### src/rtl/inter_cache_req_arbiter.sv
// inter_cache_req_arbiter
// Shares one inter_cache_pipe_hit_pipe between IBC (port 0) and inter-pred
// (port 1). Requests are granted round-robin onto the cache upstream interface.
// The winner of each issued request is kept in an in-order tag FIFO so that
// returned blocks (delivered by the cache in issue order) reach their owner.
// Optional build macro CACHE_ARB_PERF_EN adds saturating grant/stall counters.
//
// state    | meaning
// ST_IDLE  | may grant; req_ready asserts for the winner this cycle
// ST_ISSUE | cache_valid high for the latched request
// ST_HOLD  | dead cycle so cache_idle reflects the new request
module inter_cache_req_arbiter #(
    parameter int COORD_WDTH    = 14,
    parameter int DIM_WDTH      = 6,
    parameter int REF_ADDR_WDTH = 4,
    parameter int TAG_DEPTH     = 4
) (
    input  logic                       clk,
    input  logic                       reset,
    input  logic [1:0]                 req_valid,
    output logic [1:0]                 req_ready,
    input  logic [2*REF_ADDR_WDTH-1:0] req_ref_idx,
    input  logic [2*COORD_WDTH-1:0]    req_start_x,
    input  logic [2*COORD_WDTH-1:0]    req_start_y,
    input  logic [2*DIM_WDTH-1:0]      req_width,
    input  logic [2*DIM_WDTH-1:0]      req_height,
    output logic [1:0]                 resp_valid,
    input  logic [1:0]                 resp_filer_idle,
    output logic                       cache_valid,
    input  logic                       cache_idle,
    output logic [REF_ADDR_WDTH-1:0]   cache_ref_idx,
    output logic [COORD_WDTH-1:0]      cache_start_x,
    output logic [COORD_WDTH-1:0]      cache_start_y,
    output logic [DIM_WDTH-1:0]        cache_width,
    output logic [DIM_WDTH-1:0]        cache_height,
    input  logic                       cache_blk_valid,
    output logic                       cache_filer_idle,
`ifdef CACHE_ARB_PERF_EN
    output logic [31:0]                perf_grant0,
    output logic [31:0]                perf_grant1,
    output logic [31:0]                perf_stall,
`endif
    output logic                       err_orphan
);

    localparam int PTR_W = $clog2(TAG_DEPTH);
    localparam int CNT_W = PTR_W + 1;

    typedef enum logic [1:0] {
        ST_IDLE  = 2'd0,
        ST_ISSUE = 2'd1,
        ST_HOLD  = 2'd2
    } state_t;

    state_t           state;
    state_t           state_nxt;
    logic             rr_ptr;
    logic             winner;
    logic             grant;
    logic             fifo_full;
    logic             fifo_empty;
    logic             pop;
    logic             head;
    logic [PTR_W-1:0] wr_ptr;
    logic [PTR_W-1:0] rd_ptr;
    logic [CNT_W-1:0] count;
    logic             tag_mem [TAG_DEPTH];

    assign fifo_full  = (count == CNT_W'(TAG_DEPTH));
    assign fifo_empty = (count == '0);
    assign head       = tag_mem[rd_ptr];

    // first valid requester at or after rr_ptr
    assign winner = rr_ptr ? (req_valid[1] ? 1'b1 : 1'b0)
                           : (req_valid[0] ? 1'b0 : 1'b1);

    // grant is blocked while the cache is busy or every tag slot is in use
    assign grant = !reset && (state == ST_IDLE) && cache_idle && !fifo_full && (|req_valid);
    assign pop   = !reset && cache_blk_valid && !fifo_empty;

    // state register
    always_ff @(posedge clk) begin
        if (reset) state <= ST_IDLE;
        else       state <= state_nxt;
    end

    // next-state logic
    always_comb begin
        state_nxt = state;
        case (state)
            ST_IDLE:  if (grant) state_nxt = ST_ISSUE;
            ST_ISSUE: state_nxt = ST_HOLD;
            ST_HOLD:  state_nxt = ST_IDLE;
            default:  state_nxt = ST_IDLE;
        endcase
    end

    // FSM outputs: one-cycle issue strobe and combinational accept
    always_comb begin
        cache_valid = (state == ST_ISSUE);
        req_ready   = 2'b00;
        if (grant) req_ready = winner ? 2'b10 : 2'b01;
    end

    // return path routed by the oldest outstanding tag
    always_comb begin
        resp_valid       = 2'b00;
        cache_filer_idle = 1'b1;
        if (pop)         resp_valid = head ? 2'b10 : 2'b01;
        if (!fifo_empty) cache_filer_idle = resp_filer_idle[head];
    end

    // latch winner fields and advance the round-robin pointer on grant
    always_ff @(posedge clk) begin
        if (reset) begin
            rr_ptr        <= 1'b0;
            cache_ref_idx <= '0;
            cache_start_x <= '0;
            cache_start_y <= '0;
            cache_width   <= '0;
            cache_height  <= '0;
        end else if (grant) begin
            rr_ptr        <= ~winner;
            cache_ref_idx <= winner ? req_ref_idx[2*REF_ADDR_WDTH-1:REF_ADDR_WDTH] : req_ref_idx[REF_ADDR_WDTH-1:0];
            cache_start_x <= winner ? req_start_x[2*COORD_WDTH-1:COORD_WDTH] : req_start_x[COORD_WDTH-1:0];
            cache_start_y <= winner ? req_start_y[2*COORD_WDTH-1:COORD_WDTH] : req_start_y[COORD_WDTH-1:0];
            cache_width   <= winner ? req_width[2*DIM_WDTH-1:DIM_WDTH] : req_width[DIM_WDTH-1:0];
            cache_height  <= winner ? req_height[2*DIM_WDTH-1:DIM_WDTH] : req_height[DIM_WDTH-1:0];
        end
    end

    // tag FIFO; reset drops any outstanding tags
    always_ff @(posedge clk) begin
        if (reset) begin
            wr_ptr <= '0;
            rd_ptr <= '0;
            count  <= '0;
        end else begin
            if (grant) begin
                tag_mem[wr_ptr] <= winner;
                wr_ptr          <= wr_ptr + 1'b1;
            end
            if (pop) rd_ptr <= rd_ptr + 1'b1;
            count <= count + CNT_W'(grant) - CNT_W'(pop);
        end
    end

    // sticky flag for a block returned with nothing outstanding
    always_ff @(posedge clk) begin
        if (reset)                              err_orphan <= 1'b0;
        else if (cache_blk_valid && fifo_empty) err_orphan <= 1'b1;
    end

`ifdef CACHE_ARB_PERF_EN
    // saturating grant and stall counters
    always_ff @(posedge clk) begin
        if (reset) begin
            perf_grant0 <= '0;
            perf_grant1 <= '0;
            perf_stall  <= '0;
        end else begin
            if (grant && !winner && (perf_grant0 != '1)) perf_grant0 <= perf_grant0 + 32'd1;
            if (grant && winner && (perf_grant1 != '1))  perf_grant1 <= perf_grant1 + 32'd1;
            if ((state == ST_IDLE) && (|req_valid) && !grant && (perf_stall != '1))
                perf_stall <= perf_stall + 32'd1;
        end
    end
`endif

endmodule
### config.mk
export PLATFORM = sky130hd
export DESIGN_NAME = inter_cache_req_arbiter
export DESIGN_NICKNAME = d
export VERILOG_FILES = /design/src/rtl/inter_cache_req_arbiter.sv
export SDC_FILE = /design/constraint.sdc
export NUM_CORES = 1
export LEC_CHECK = 0
export CAP_MARGIN = 20
export CORE_ASPECT_RATIO = 2
export CORE_UTILIZATION = 60
export DETAILED_ROUTE_END_ITERATION = 8
export DONT_BUFFER_PORTS = 1
export PLACE_DENSITY = 0.83
export SLEW_MARGIN = 25
export SYNTH_ARGS = -nofsm -noshare
export SYNTH_HDL_FRONTEND = slang
export SYNTH_SLANG_ARGS = --single-unit
### constraint.sdc
create_clock -name clk -period 2.8 [get_ports clk]
set_input_delay 0.56 -clock clk [delete_from_list [all_inputs] [get_ports clk]]
set_output_delay 0.56 -clock clk [all_outputs]
set_load 0.005 [all_outputs]
==> results.json, run 1 <==
{
  "max_freq_ghz": 0.472,
  "grt_pass1_vias": 2690,
  "yosysSeqAreaShare": 0.366,
  "cts_tree": "yes",
  "ys_top_cells_by_count": "dfxtp_1, o21ai_0, a311oi_2, nand3_1, a31oi_1",
  "fp.dieW_um": 55.6,
  "insertion_delay_ps": 330,
  "die_height_um": 109,
  "syn_avg_cell_area_um2": 9.99,
  "min_path_cells": 1,
  "synth_most_common_cell": "dfxtp_1",
  "regArea_um2": 1260,
  "fin_crit_ps": 2120,
  "slew_violations": 0,
  "drt_iter0_drc": 157,
  "grt_pass1_wl_mm": 12.8,
  "ctsHtreeMaxLevel": 3,
  "post_cts_buffers": 0,
  "syn_area_um2": 3450,
  "async_reset_ff_frac": 0,
  "drtAntennaViolNets": 0,
  "yosysTopAreaCellShare": 0.331,
  "areaGrowthSynthToFinish_pct": 0.690,
  "critical_path_arrival_ps": 2340,
  "grt.total_usage": 0.272,
  "cp_max_fo": 7,
  "reg2reg_depth": 9,
  "synth_edf_count": 4,
  "cts_resized": 0,
  "dieArea_um2": 6070,
  "fillers": 458,
  "clkSinkCount": 61,
  "p_leak_nw": 1.09,
  "synth_top_cell_by_area": "dfxtp_1",
  "rsz0062_at_grt": "false",
  "total_power_mw": 2.40,
  "cts.path.max_buffers": 2,
  "setup_viol": 0,
  "avgViaCountPerCell": 7.44,
  "max_cap_viol_count": 0,
  "synth_area_leaders": "dfxtp_1, a311oi_2, a31oi_1",
  "place_congestion": 0.809,
  "hold_violations": 0,
  "start_util": 0.630,
  "status": "finished, final reports clean",
  "worstSetupPathType": "flip-flop to flip-flop",
  "path_clk_slew_ps": 60,
  "multiInputGateArea_um2": 1870,
  "maxSlewHeadroom": 0.374,
  "cts_buffers": 9,
  "vias": 2833,
  "worst_pin_slew_ps": 939,
  "drt_pass1_iterations": 4,
  "core_area_um2": 5470,
  "dp_hpwl_mm": 5.57,
  "synth_nets": 448,
  "required_ps": 3020,
  "antenna_found_initial": 0,
  "start_kind": "flip-flop",
  "io_pins": 147,
  "row_count": 38,
  "routedWlPerCell_um": 22.7,
  "drive_above_1_share": 0.259,
  "antennaDiodeCount": 0,
  "ys_ff_latch": 61,
  "cts-root-buf": "clkbuf_8",
  "hold_buffers": 0,
  "wirelength_mm": 8.67,
  "fin_nets": 420,
  "port_buffers": 0,
  "cp-end-kind": "flip-flop",
  "ir_drop_mv": 0.661,
  "synth_cells": 345,
  "fin_worst_skew_ps": 5.41,
  "setup-tns-final_ps": 0,
  "grt_overflow": 0,
  "ys_types": 39,
  "drc": 0,
  "fin_crit_sh": 0.757,
  "grt_start_max_net_pins": 58,
  "synth-main-ff-cell": "dfxtp_1",
  "ys_warn_count": 0,
  "min_path_type": "input pin to flip-flop",
  "cellPowerDensity_nw_per_um2": 692
}
where the power goes:
| part | switching [mW] | total [mW] | internal, mW |
|---|---|---|---|
| Combinational | 0.374 | 0.611 | 0.237 |
| Sequential | 0.0953 | 1.08 | 0.985 |
| Clock | 0.321 | 0.709 | 0.389 |
worst paths after layout:
path / from / to / slack (ps)
setup / recovery: count[1] / count[2] / 680
hold reg to reg: wr_ptr[0] / wr_ptr[0] / 510
setup reg to reg: count[1] / count[2] / 680
hold / removal: reset / err_orphan / 300
kinds of logic after synthesis:
kind of cell | after synthesis | share of synthesized area
AO/OA/AOI/OAI | 142 | 0.371
AND/OR/NAND/NOR | 77 | 0.128
flip-flops | 61 | 0.366
buffers and inverters | 54 | 0.0933
adder cells (fa/ha/maj) | 7 | 0.0276
XOR/XNOR | 2 | 0.00508
multiplexers | 2 | 0.00944
registers in the layout, indices dropped and copies added, names as in the netlist, 3 cells and up, named ones only:
name           count
cache_start_x     14
cache_start_y     14
cache_height       6
cache_width        6
cache_ref_idx      4
tag_mem            4
count              3
cells in the final DEF, fill, tap and decap left out, drive strengths merged, types with 2 or more instances in the layout:
cell	netlist	layout
inv	8	8
nor3	4	4
and2	5	5
nand3	45	45
nand2b	4	4
dfxtp	57	57
buf	24	7
edfxtp	4	4
a21oi	4	4
nor2	8	8
clkbuf	22	14
or3	2	2
o21ai	45	45
ha	6	6
a31oi	45	45
a311oi	45	45
nor2b	4	4
area by class of cell:
type | count | area share
sequential | 61 | 0.363
tap | 60 | 0.0216
clock inverter | 1 | 0.00144
multi-input combinational | 230 | 0.539
timing repair buffer | 7 | 0.0151
clock buffer | 14 | 0.0497
inverter | 8 | 0.00937
critical path, stage by stage (launching register included):
cell	delay [ps]
dfxtp_1	370
nor3_2	380
nor2_1	140
ha_1	310
inv_1	60
ha_1	120
inv_1	50
fa_1	370
xnor2_1	170
nor2_1	50
routing by layer:
| metal | vias up | global-route usage | share of wire |
|---|---|---|---|
| met1 | 1379 | 0.283 | 0.36 |
| met3 | 29 | 0.0652 | 0.064 |
| met5 | - | 0 | 0 |
| met2 | 142 | 0.486 | 0.54 |
| li1 | 1283 | - | - |
| met4 | 0 | 0.164 | 0.041 |
stage by stage:
step | area, um^2 | util | cells | hold slack (ps) | worst slack [ps]
floorplan | 3450 | - | 345 | 460 | 656
global placement | 3290 | 0.602 | 366 | 492 | 700
detailed placement | 3290 | 0.602 | 366 | 500 | 663
CTS | 3470 | 0.635 | 381 | 276 | 671
global route | 3470 | 0.635 | 381 | 278 | 493
finish | 3470 | 0.635 | 381 | 298 | 681
Power figures use the tool's default switching activity.
==> run 2, diff against run 1 <==
==> constraint.sdc (replaced) <==
create_clock -name clk -period 2 [get_ports clk]
set_input_delay 0.4 -clock clk [delete_from_list [all_inputs] [get_ports clk]]
set_output_delay 0.4 -clock clk [all_outputs]
set_load 0.005 [all_outputs]
==> results.json, run 2 (same netlist as run 1, synthesis figures left out) <==
{
  "hold_buffers": 0,
  "grt_pass1_vias": 2709,
  "cts-root-buf": "clkbuf_8",
  "slew_violations": 0,
  "cts_tree": "yes",
  "core_area_um2": 5470,
  "setup_viol": 0,
  "start_kind": "flip-flop",
  "hold_violations": 0,
  "insertion_delay_ps": 320,
  "cts.path.max_buffers": 2,
  "row_count": 38,
  "setup_ws_ps": 124,
  "required_ps": 2220,
  "endpoint": "count[2]",
  "reg2reg_depth": 9,
  "vias": 2849,
  "min_path_type": "input pin to flip-flop",
  "port_buffers": 0,
  "fin_nets": 424,
  "p_leak_nw": 1.13,
  "timing.hold.ws_ps": 138,
  "areaGrowthSynthToFinish_pct": 2.87,
  "status": "finished, final reports clean",
  "grt_overflow": 0,
  "crit_cells": 9,
  "fp.dieW_um": 55.6,
  "reg.largest.list": "cache_start_x: 14 flops, cache_start_y: 14 flops",
  "setup-tns-final_ps": 0,
  "wirelength_mm": 8.60,
  "maxSlewHeadroom": 0.611,
  "ir_drop_mv": 0.869,
  "worstSetupPathType": "flip-flop to flip-flop",
  "path_delay_family": "adder cells",
  "cp-end-kind": "flip-flop",
  "antennaDiodeCount": 0,
  "io_pins": 147,
  "dieArea_um2": 6070,
  "place_congestion": 0.767,
  "max_cap_viol_count": 0,
  "cellPowerDensity_nw_per_um2": 993,
  "drtAntennaViolNets": 0,
  "fin_crit_ps": 1880,
  "antenna_found_initial": 0,
  "die_height_um": 109,
  "drc": 0,
  "r2r-start": "count[0]",
  "drive_above_1_share": 0.276,
  "post-route-util": 0.649,
  "final_cell_mix": "dfxtp_1, o21ai_0, nand3_1, a311oi_2, a31oi_1",
  "grt_start_max_net_pins": 58,
  "fin_worst_skew_ps": 3.32,
  "grt_pass1_wl_mm": 12.7,
  "ctsHtreeMaxLevel": 3,
  "fin_crit_sh": 0.938,
  "dp_hpwl_mm": 5.47,
  "clkSinkCount": 61,
  "dp.cells": 369,
  "r2r-end": "count[2]",
  "critical_path_arrival_ps": 2090,
  "avgViaCountPerCell": 7.38,
  "drt_pass1_iterations": 4,
  "crit_buf_inv": 2,
  "crit_path_start": "count[0]",
  "drt_iter0_drc": 164,
  "dp_slack_ps": 35.2,
  "start_util": 0.630,
  "critPathMaxStageDelay_ps": 380,
  "final_cell_count_no_fill": 386,
  "slowest_stage": "fa_1",
  "layout_commonest_cell": "dfxtp_1",
  "grt.total_usage": 0.266,
  "max_freq_ghz": 0.533,
  "routedWlPerCell_um": 22.3,
  "cp_cell_sequence": "nor3_4, nor2_2, ha_1, inv_1, ha_1, inv_1, fa_1, xnor2_1, nor2_1",
  "timing.reg2reg.setup_slack_ps": 120,
  "worst_pin_slew_ps": 584,
  "cts_buffers": 9,
  "path_clk_slew_ps": 60,
  "cp_max_fo": 4
}
run 2: cell count changes in the layout (fill, tap and decap cells not counted), sizes merged:
cell	delta
clkbuf	+2
clkinv	-1
buf	+4
run 2: final cells by class:
| type | instances | area [um^2] |
|---|---|---|
| flip-flops and latches | 61 | 1260 |
| clock buffers | 16 | 200 |
| fillers | 452 | 1920 |
| inverters | 8 | 32.5 |
| repair buffers | 11 | 95.1 |
| well taps | 60 | 75.1 |
| multi-input cells | 230 | 1880 |
run 2: report_power, final:
part / internal (mW) / switching, mW / total (mW)
Sequential: 1.38 / 0.137 / 1.52
Clock: 0.622 / 0.443 / 1.06
Combinational: 0.388 / 0.552 / 0.940
run 2: stage by stage:
| step | cell area [um^2] | total power [mW] |
|---|---|---|
| floorplan | 3450 | 2.32 |
| global placement | 3330 | 2.39 |
| detailed placement | 3330 | 2.44 |
| CTS | 3530 | 3.50 |
| global route | 3550 | 3.70 |
| finish | 3550 | 3.52 |
run 2: how the worst min path moves through the flow:
| stage | from | endpoint | depth (start not counted) |
|---|---|---|---|
| 5_1_grt | reset | rd_ptr[0] | 1 |
| 2_1_floorplan | err_orphan | err_orphan | 2 |
| 4_1_cts | reset | cache_start_y[12] | 1 |
| 3_5_place_dp | reset | cache_start_x[5] | 1 |
| 3_3_place_gp | reset | cache_start_y[11] | 1 |
| 6_report | reset | rd_ptr[0] | 1 |
run 2: worst reg2reg max path, cell delays in order (launching register included):
cell and delay [ps]:
dfxtp_1 360, nor3_4 210, nor2_2 80, ha_1 300
inv_1 60, ha_1 130, inv_1 50, fa_1 380
xnor2_1 160, nor2_1 50
run 2: what timing repair did:
action	4_1_cts	5_1_grt
gates resized for setup	0	3
buffers inserted	0	1
endpoints found under the setup margin	0	1
run 2: routing by layer:
layer	wire, um	vias to the layer above	global-route usage
li1	-	1297	-
met1	3000	1400	0.276
met2	4760	124	0.480
met3	549	28	0.0700
met4	283	0	0.146
met5	0	-	0
==> run 3, diff against run 2 <==
--- a/config.mk
+++ b/config.mk
@@ -5,8 +5,7 @@
 export SDC_FILE = /design/constraint.sdc
 export NUM_CORES = 1
 export LEC_CHECK = 0
-export CAP_MARGIN = 20
-export CORE_ASPECT_RATIO = 2
+export CAP_MARGIN = 25
 export CORE_UTILIZATION = 60
 export DETAILED_ROUTE_END_ITERATION = 8
 export DONT_BUFFER_PORTS = 1
==> results.json, run 3 (same netlist as run 1, synthesis figures left out) <==
{
  "status": "finished, final reports clean",
  "setup_viol": 0,
  "insertion_delay_ps": 330,
  "critPathMaxStageDelay_ps": 420,
  "core_area_um2": 5510,
  "fin_nets": 424,
  "hold_violations": 0,
  "ctsHtreeMaxLevel": 3,
  "vias": 2913,
  "drc": 0,
  "grt.total_usage": 0.280,
  "hold_buffers": 0,
  "antenna_found_initial": 0,
  "grt_pass1_vias": 2717,
  "place_congestion": 0.743,
  "dp_hpwl_mm": 5.22,
  "fin_crit_ps": 1880,
  "antennaDiodeCount": 0,
  "cp_max_fo": 5,
  "rsz0062_at_grt": "false",
  "setup-tns-final_ps": 0,
  "post-route-util": 0.641,
  "p_leak_nw": 1.12,
  "grt_start_max_net_pins": 58,
  "avgViaCountPerCell": 7.34,
  "fp.dieW_um": 77.8,
  "start_kind": "flip-flop",
  "worstSetupPathType": "flip-flop to output pin",
  "die_height_um": 77.8,
  "dp.cells": 382,
  "areaGrowthSynthToFinish_pct": 2.40,
  "drive_above_1_share": 0.258,
  "dp_slack_ps": 21.5,
  "cts_tree": "yes",
  "grt_pass1_wl_mm": 13.3,
  "worst_pin_slew_ps": 573,
  "maxSlewHeadroom": 0.618,
  "fillers": 444,
  "critical_path_arrival_ps": 1480,
  "max_cap_viol_count": 0,
  "fin_worst_skew_ps": 6.15,
  "cellPowerDensity_nw_per_um2": 950,
  "grt_overflow": 0,
  "required_ps": 1600,
  "slowest_stage": "or3b_4",
  "final_cell_count_no_fill": 397,
  "reg.largest.list": "cache_start_x: 14 flops, cache_start_y: 14 flops",
  "dieArea_um2": 6050,
  "max_freq_ghz": 0.533,
  "wirelength_mm": 8.56,
  "port_buffers": 0,
  "ir_drop_mv": 0.417,
  "clkSinkCount": 61,
  "cts_buffers": 9,
  "slew_violations": 0,
  "cts.path.max_buffers": 2,
  "fin_crit_sh": 0.939,
  "cts-root-buf": "clkbuf_8",
  "cp-end-kind": "output pin",
  "setup_ws_ps": 122,
  "row_count": 27,
  "cp_cell_sequence": "or3b_4, nand3_4, nor3_1, buf_4",
  "io_pins": 147,
  "path_clk_slew_ps": 60,
  "start_util": 0.626,
  "drt_pass1_iterations": 4,
  "final_cell_mix": "dfxtp_1, o21ai_0, nand3_1, a311oi_2, a31oi_1",
  "drtAntennaViolNets": 0,
  "drt_iter0_drc": 212,
  "layout_commonest_cell": "dfxtp_1",
  "timing.hold.ws_ps": 130,
  "routedWlPerCell_um": 21.6,
  "min_path_type": "input pin to flip-flop"
}
-- run 3: changes by cell type in the layout (fill, tap and decap cells not counted), sizes merged --
cell	previous run	this run
clkbuf	16	13
clkinv	0	2
-- run 3: final timing paths --
check	to	depth (start not counted)	from	slack, ps
min	cache_start_x[5]	1	reset	130
max reg2reg	count[2]	9	count[1]	130
max	req_ready[1]	4	count[2]	120
min reg2reg	err_orphan	2	err_orphan	500
-- run 3: area by class of cell --
| cell class | count | area (um^2) | area share |
|---|---|---|---|
| clock inverter | 2 | 10.0 | 0.00284 |
| tap | 72 | 90.1 | 0.0255 |
| sequential | 61 | 1260 | 0.357 |
| timing repair buffer | 11 | 120 | 0.0340 |
| clock buffer | 13 | 149 | 0.0422 |
| inverter | 8 | 32.5 | 0.00922 |
| multi-input combinational | 230 | 1870 | 0.529 |
-- run 3: what timing repair did --
item                       CTS  global route
resized for setup            0             0
buffers inserted             0             0
setup endpoints to repair    0             1
-- run 3: critical path, delay by kind of cell (launching register included) --
kind | cells | cell delay, ps
buffers and inverters | 1 | 140
DFF | 1 | 390
and+or+nand+nor | 3 | 610
-- run 3: power breakdown --
part | switching [mW] | leakage, nW | internal (mW) | total (mW)
logic | 0.548 | 0.531 | 0.371 | 0.920
registers | 0.127 | 0.503 | 1.38 | 1.51
clock network | 0.453 | 0.0833 | 0.474 | 0.927
-- run 3: per-stage QoR --
| step | total power, mW | area, um^2 |
|---|---|---|
| after floorplan | 2.32 | 3450 |
| after global placement | 2.40 | 3370 |
| final | 3.35 | 3530 |
| after global routing | 3.54 | 3530 |
| after CTS | 3.37 | 3530 |
| after detailed placement | 2.45 | 3370 |
-- run 3: layer usage --
metal / up-vias / GRT usage / part of all wire / wire [um]
met2: 178 / 0.484 / 0.53 / 4540
met4: 0 / 0.115 / 0.017 / 142
met5: - / 0 / 0 / 0
li1: 1294 / - / - / -
met1: 1418 / 0.321 / 0.38 / 3210
met3: 23 / 0.0835 / 0.077 / 663
